File: src/rtl/fwd_hazard_tracker_if.sv
// Decode-stage hazard tracker bus: issue info, operand sources, pipeline
// control and the resulting forwarding/stall outputs.
interface fwd_hazard_tracker_if #(
  parameter int unsigned DEPTH  = 2,
  parameter int unsigned REG_AW = 3,
  parameter int unsigned CNT_W  = 16
);
  logic              issue_valid;
  logic              issue_wr;
  logic [REG_AW-1:0] issue_wadr;
  logic              issue_load;
  logic              src_a_used;
  logic              src_b_used;
  logic [REG_AW-1:0] src_a_adr;
  logic [REG_AW-1:0] src_b_adr;
  logic              hold;
  logic              flush;
  logic [DEPTH-1:0]  fwd_a;
  logic [DEPTH-1:0]  fwd_b;
  logic              stall;
  logic [CNT_W-1:0]  stall_cnt;

  modport master (
    output issue_valid, issue_wr, issue_wadr, issue_load,
    output src_a_used, src_b_used, src_a_adr, src_b_adr,
    output hold, flush,
    input  fwd_a, fwd_b, stall, stall_cnt
  );

  modport slave (
    input  issue_valid, issue_wr, issue_wadr, issue_load,
    input  src_a_used, src_b_used, src_a_adr, src_b_adr,
    input  hold, flush,
    output fwd_a, fwd_b, stall, stall_cnt
  );
endinterface

File: src/rtl/fwd_hazard_tracker.sv
// Forwarding and load-use hazard tracker. Keeps a shift-register history of
// the last DEPTH issued destinations; youngest matching producer is selected
// for forwarding, and a load in the youngest slot forces a one-cycle stall.
module fwd_hazard_tracker #(
  parameter int unsigned DEPTH  = 2,
  parameter int unsigned REG_AW = 3,
  parameter int unsigned CNT_W  = 16
) (
  input logic                 clk,
  input logic                 rst,
  fwd_hazard_tracker_if.slave bus
);

  logic [DEPTH-1:0]  v_q;
  logic [DEPTH-1:0]  wr_q;
  logic [DEPTH-1:0]  ld_q;
  logic [REG_AW-1:0] adr_q [DEPTH];
  logic [CNT_W-1:0]  stall_cnt_q;

  logic [DEPTH-1:0]  match_a;
  logic [DEPTH-1:0]  match_b;
  logic [DEPTH-1:0]  elig_a;
  logic [DEPTH-1:0]  elig_b;
  logic [DEPTH-1:0]  fwd_a;
  logic [DEPTH-1:0]  fwd_b;
  logic              found_a;
  logic              found_b;
  logic              stall;

  // Operand matching, youngest-wins forwarding select and load-use stall.
  always_comb begin
    match_a = '0;
    match_b = '0;
    fwd_a   = '0;
    fwd_b   = '0;
    found_a = 1'b0;
    found_b = 1'b0;
    for (int unsigned k = 0; k < DEPTH; k++) begin
      match_a[k] = bus.src_a_used & v_q[k] & wr_q[k] & (adr_q[k] == bus.src_a_adr);
      match_b[k] = bus.src_b_used & v_q[k] & wr_q[k] & (adr_q[k] == bus.src_b_adr);
    end
    // A load's data is not available at stage 0, so it cannot be forwarded there.
    elig_a    = match_a;
    elig_b    = match_b;
    elig_a[0] = match_a[0] & ~ld_q[0];
    elig_b[0] = match_b[0] & ~ld_q[0];
    for (int unsigned k = 0; k < DEPTH; k++) begin
      if (elig_a[k] && !found_a) begin
        fwd_a[k] = 1'b1;
        found_a  = 1'b1;
      end
      if (elig_b[k] && !found_b) begin
        fwd_b[k] = 1'b1;
        found_b  = 1'b1;
      end
    end
    stall = bus.issue_valid & ld_q[0] & (match_a[0] | match_b[0]);
  end

  // History shift register and saturating stall counter; flush beats hold beats stall.
  always_ff @(posedge clk or posedge rst) begin
    if (rst) begin
      v_q         <= '0;
      wr_q        <= '0;
      ld_q        <= '0;
      stall_cnt_q <= '0;
      for (int unsigned k = 0; k < DEPTH; k++) begin
        adr_q[k] <= '0;
      end
    end else if (bus.flush) begin
      v_q <= '0;
    end else if (!bus.hold) begin
      for (int unsigned k = 1; k < DEPTH; k++) begin
        v_q[k]   <= v_q[k-1];
        wr_q[k]  <= wr_q[k-1];
        ld_q[k]  <= ld_q[k-1];
        adr_q[k] <= adr_q[k-1];
      end
      // A stalled instruction is replayed, so a bubble takes its slot.
      v_q[0]   <= bus.issue_valid & ~stall;
      wr_q[0]  <= bus.issue_wr;
      ld_q[0]  <= bus.issue_load;
      adr_q[0] <= bus.issue_wadr;
      if (stall && (stall_cnt_q != {CNT_W{1'b1}})) begin
        stall_cnt_q <= stall_cnt_q + 1'b1;
      end
    end
  end

  assign bus.fwd_a     = fwd_a;
  assign bus.fwd_b     = fwd_b;
  assign bus.stall     = stall;
  assign bus.stall_cnt = stall_cnt_q;

endmodule
File: src/flat_wrapper.sv
// flat-port wrapper written by rule: the top's interface ports become plain ports
module fwd_hazard_tracker_flat 
#(
  parameter int unsigned DEPTH  = 2,
  parameter int unsigned REG_AW = 3,
  parameter int unsigned CNT_W  = 16
)
  (clk, rst, bus_issue_valid, bus_issue_wr, bus_issue_wadr, bus_issue_load, bus_src_a_used, bus_src_b_used, bus_src_a_adr, bus_src_b_adr, bus_hold, bus_flush, bus_fwd_a, bus_fwd_b, bus_stall, bus_stall_cnt);
  fwd_hazard_tracker_if #(.DEPTH(DEPTH), .REG_AW(REG_AW), .CNT_W(CNT_W)) bus_i ();
  input logic clk;
  input logic rst;
  input wire logic [$bits(bus_i.issue_valid)-1:0] bus_issue_valid;
  input wire logic [$bits(bus_i.issue_wr)-1:0] bus_issue_wr;
  input wire logic [$bits(bus_i.issue_wadr)-1:0] bus_issue_wadr;
  input wire logic [$bits(bus_i.issue_load)-1:0] bus_issue_load;
  input wire logic [$bits(bus_i.src_a_used)-1:0] bus_src_a_used;
  input wire logic [$bits(bus_i.src_b_used)-1:0] bus_src_b_used;
  input wire logic [$bits(bus_i.src_a_adr)-1:0] bus_src_a_adr;
  input wire logic [$bits(bus_i.src_b_adr)-1:0] bus_src_b_adr;
  input wire logic [$bits(bus_i.hold)-1:0] bus_hold;
  input wire logic [$bits(bus_i.flush)-1:0] bus_flush;
  output wire logic [$bits(bus_i.fwd_a)-1:0] bus_fwd_a;
  output wire logic [$bits(bus_i.fwd_b)-1:0] bus_fwd_b;
  output wire logic [$bits(bus_i.stall)-1:0] bus_stall;
  output wire logic [$bits(bus_i.stall_cnt)-1:0] bus_stall_cnt;
  assign bus_i.issue_valid = bus_issue_valid;
  assign bus_i.issue_wr = bus_issue_wr;
  assign bus_i.issue_wadr = bus_issue_wadr;
  assign bus_i.issue_load = bus_issue_load;
  assign bus_i.src_a_used = bus_src_a_used;
  assign bus_i.src_b_used = bus_src_b_used;
  assign bus_i.src_a_adr = bus_src_a_adr;
  assign bus_i.src_b_adr = bus_src_b_adr;
  assign bus_i.hold = bus_hold;
  assign bus_i.flush = bus_flush;
  assign bus_fwd_a = bus_i.fwd_a;
  assign bus_fwd_b = bus_i.fwd_b;
  assign bus_stall = bus_i.stall;
  assign bus_stall_cnt = bus_i.stall_cnt;
  fwd_hazard_tracker #(.DEPTH(DEPTH), .REG_AW(REG_AW), .CNT_W(CNT_W)) u_core (.clk(clk), .rst(rst), .bus(bus_i));
endmodule
File: config.mk
export PLATFORM = sky130hd
export DESIGN_NAME = fwd_hazard_tracker_flat
export DESIGN_NICKNAME = d
export VERILOG_FILES = /design/src/rtl/fwd_hazard_tracker_if.sv /design/src/rtl/fwd_hazard_tracker.sv /design/src/flat_wrapper.sv
export SDC_FILE = /design/constraint.sdc
export NUM_CORES = 1
export LEC_CHECK = 0
export BUFFER_PORTS_ARGS = -buffer_cell sky130_fd_sc_hd__buf_2
export CAP_MARGIN = 15
export CORE_ASPECT_RATIO = 1.2
export CORE_MARGIN = 2
export CORE_UTILIZATION = 53
export CTS_BUF_LIST = sky130_fd_sc_hd__clkbuf_2 sky130_fd_sc_hd__clkbuf_4 sky130_fd_sc_hd__clkbuf_8
export CTS_CLUSTER_SIZE = 14
export DETAILED_ROUTE_END_ITERATION = 8
export PLACE_DENSITY = 0.86
export SETUP_SLACK_MARGIN = 0.2
export SYNTH_ARGS = -nofsm -noshare
export SYNTH_HDL_FRONTEND = slang
export SYNTH_SLANG_ARGS = --single-unit
File: constraint.sdc
create_clock -name clk -period 2.1 [get_ports clk]
set_input_delay 0.42 -clock clk [delete_from_list [all_inputs] [get_ports clk]]
set_output_delay 0.42 -clock clk [all_outputs]
set_load 0.05 [all_outputs]
==> qor.csv <==
metric,value,unit
slack of the critical path,-0.225,ns
unrepaired setup endpoints after global routing,true,
htree depth,1,
Pins Over Slew Limit,0,
CTS tree,built,
WL final,3200,um
largest net degree at the start of global routing,28,
Worst Setup End Kind,primary output,
worst vdd ir,0.394,mV
CP Data Arrival Time,1.91,ns
CP Class,reg2out,
Syn Area/Cell,11.4,um2
outcome,"complete, but fails checks",
DR vias,1132,
CTS Sinks,27,
CTS Hold Bufs,0,
reg2reg path depth,6,
Max Cap Viol,0,
synthesized instance count,118,
relative slew slack,77.2,%
Die H,59.2,um
Power Density,548,nW/um2
DR pass1 iterations,4,
Critical R2R Launch,u_core.adr_q[4]$_DFFE_PP0P_,
Pwr Total,0.00101,W
"leading cell type in the layout, fill and taps excluded",buf_2,
clock slew seen by the registers of the worst setup and hold paths,0.14,ns
row count,20,
P&R area growth vs syn,36.5,%
WL met1,1240,um
HPWL Detailed,2270,um
Crit path largest cell delay,0.57,ns
post-DR wirelength/cell,15.5,um
Hold Crit Class,in2async,
CP max FO,3,
insertion delay to the later sink of the worst-skew pair,0.33,ns
Final setup viols,16,
Syn. warnings,0,
Final Hold Fails,0,
"Distinct cells, synth",23,
initial antenna violation count,0,
first-pass GRT wire length,5160,um
fin crit share,111,%
share of cells above drive strength 1,46.0,%
GPL Wtd Cong,0.862,
clk buf depth,2,
crit path buf inv count,1,
max layer used,met4,
IO Count,39,
RR Endpoint,u_core.bus.stall_cnt[1]$_DFFE_PP0P_,
Remaining DRCs,0,
Sequential Power Share,59.7,%
Final Skew,0.00295,ns
number of global-route vias before repair,1142,
vias per inst,5.47,
gr usage total,22.8,%
post-synth top area share,50.1,%
ant diodes,0,
"commonest non-fill, non-tap cells in the layout","33 x buf_2, 27 x dfrtp_1, 15 x xnor2_1",
Crit path max-delay family,simple AND/OR/NAND/NOR gates,
synthesized area,1350,um2
fillcell total,173,
Critical Path Start Type,flop,
number of synthesized register bits,27,
Core ar.,2480,um2
Net Sw Frac,27.8,%
P_int,0.000728,W
"Seq/Total Area, Yosys",50.1,%
WL met2,1740,um
CTS buffer count,3,
number of routed nets with antenna violations,0,
Psw,0.000281,W
"area leader, netlist",dfrtp_1,
Slew @ Worst Pin,0.341,ns
Die Wd,50.0,um
syn nets,137,
initial drt markers,10,
Final Util,74.2,%
"top cells by area, synth","dfrtp_1 50%, xnor2_1 10%, mux2_2 8.4%",
post-layout net count,194,
I/O Buffers,38,
Starting Density,54.4,%
Max Clock Freq,0.430,GHz
Worst EP required,1.68,ns
"reg-to-reg slack, setup",-0.15,ns
Logic pwr share,16.3,%
root buffer selected by CTS,clkbuf_4,
clock network fraction of total power,24.0,%
GR Overflow Total,0,
min Tclk post-route,2.33,ns
Die Area,2960,um2
Met3 Wirelength,140,um
cells along the critical path,xor2_1 -> or4_4 -> a21oi_4 -> buf_6,
failing checks,negative setup slack,
slowest cell on the critical path,or4_4,
leakage,0.859,nW
cells in the mapped netlist:
| cell | number |
|---|---|
| xnor2_1 | 16 |
| or3b_2 | 1 |
| nand3_1 | 7 |
| inv_1 | 1 |
| and4_1 | 2 |
| a21oi_2 | 1 |
| nand2_1 | 8 |
| ha_1 | 1 |
| nor2_1 | 8 |
| buf_6 | 1 |
| mux2_2 | 10 |
| or4_4 | 1 |
| and2_1 | 2 |
| a221oi_2 | 1 |
| buf_1 | 1 |
| a21oi_1 | 1 |
| or4_1 | 1 |
| mux2i_1 | 1 |
| nor4_1 | 2 |
| and3_1 | 2 |
| xor2_1 | 11 |
| dfrtp_1 | 27 |
| nand4_1 | 12 |
repair_timing:
item / in CTS / in global routing
gates resized for setup: 10 / 6
buffers inserted: 1 / 2
pin swaps: 5 / 4
setup endpoints to repair: 16 / 21
flip-flops by register name, indices dropped and copies added, names as in the netlist:
name and count:
u_core.bus.stall_cnt 16, u_core.ld_q 1, u_core.v_q 2, u_core.wr_q 2
u_core.adr_q 6
final cells by class:
cell class	count	area, um2	share of cell area [%]
clock buffer	4	30.0	1.63
inverter	1	3.75	0.204
multi-input combinational	88	736	40.0
sequential	27	676	36.7
tap	33	41.3	2.24
timing repair buffer	54	353	19.2
worst reg2reg max path, stage by stage (launching register included):
cell and delay [ns]:
dfrtp_1 0.45, xor2_1 0.16, or4_4 0.57, buf_6 0.15, a221oi_4 0.34, buf_4 0.17, mux2_2 0.32
how the worst max path moves through the flow:
stage | depth (start not counted) | slack, ns | startpoint | to
final | 4 | -0.23 | u_core.adr_q[4]$_DFFE_PP0P_ | bus_stall
after global routing | 5 | -0.29 | u_core.adr_q[4]$_DFFE_PP0P_ | bus_fwd_b[1]
after CTS | 5 | -0.20 | u_core.adr_q[4]$_DFFE_PP0P_ | bus_fwd_b[1]
after detailed placement | 7 | -0.15 | bus_src_a_adr[1] | u_core.bus.stall_cnt[4]$_DFFE_PP0P_
after global placement | 7 | -0.11 | bus_src_b_adr[1] | u_core.bus.stall_cnt[5]$_DFFE_PP0P_
after floorplan | 4 | 0.06 | bus_src_a_adr[1] | bus_fwd_a[1]
power groups by stage:
stage	sequential (W)	clock, W	combinational (W)
after global placement	0.000606	0	0.000155
after floorplan	0.000604	0	0.000104
after global routing	0.000607	0.000270	0.000180
after CTS	0.000601	0.000235	0.000163
final	0.000602	0.000242	0.000165
after detailed placement	0.000611	0	0.000162
metrics by stage:
stage               instances  hold WS (ns)  setup slack, ns  instance area (um2)  TNS, ns
CTS                       205         0.138           -0.200                 1790    -2.00
global route              207         0.147           -0.291                 1840    -2.88
finish                    207         0.105           -0.225                 1840    -1.74
global placement          200         0.472           -0.109                 1720   -0.775
detailed placement        200         0.491           -0.152                 1720    -1.09
floorplan                 118         0.473           0.0597                 1410        0
routing by layer:
layer	GRT usage (%)	up-vias
met4	8.73	0
met2	42.7	41
li1	-	535
met5	0	-
met3	2.78	7
met1	26.4	549
cell families (layout without fill, tap and decap cells):
| family | Yosys count | after routing | synth area share [%] |
|---|---|---|---|
| compound gates | 3 | 3 | 2.13 |
| xor+xnor | 27 | 27 | 17.5 |
| fa+ha+maj | 1 | 1 | 0.928 |
| buf+inv | 3 | 59 | 1.39 |
| flops | 27 | 27 | 50.1 |
| mux | 11 | 11 | 9.10 |
| simple gates | 46 | 46 | 18.8 |
Power figures use the tool's default switching activity.
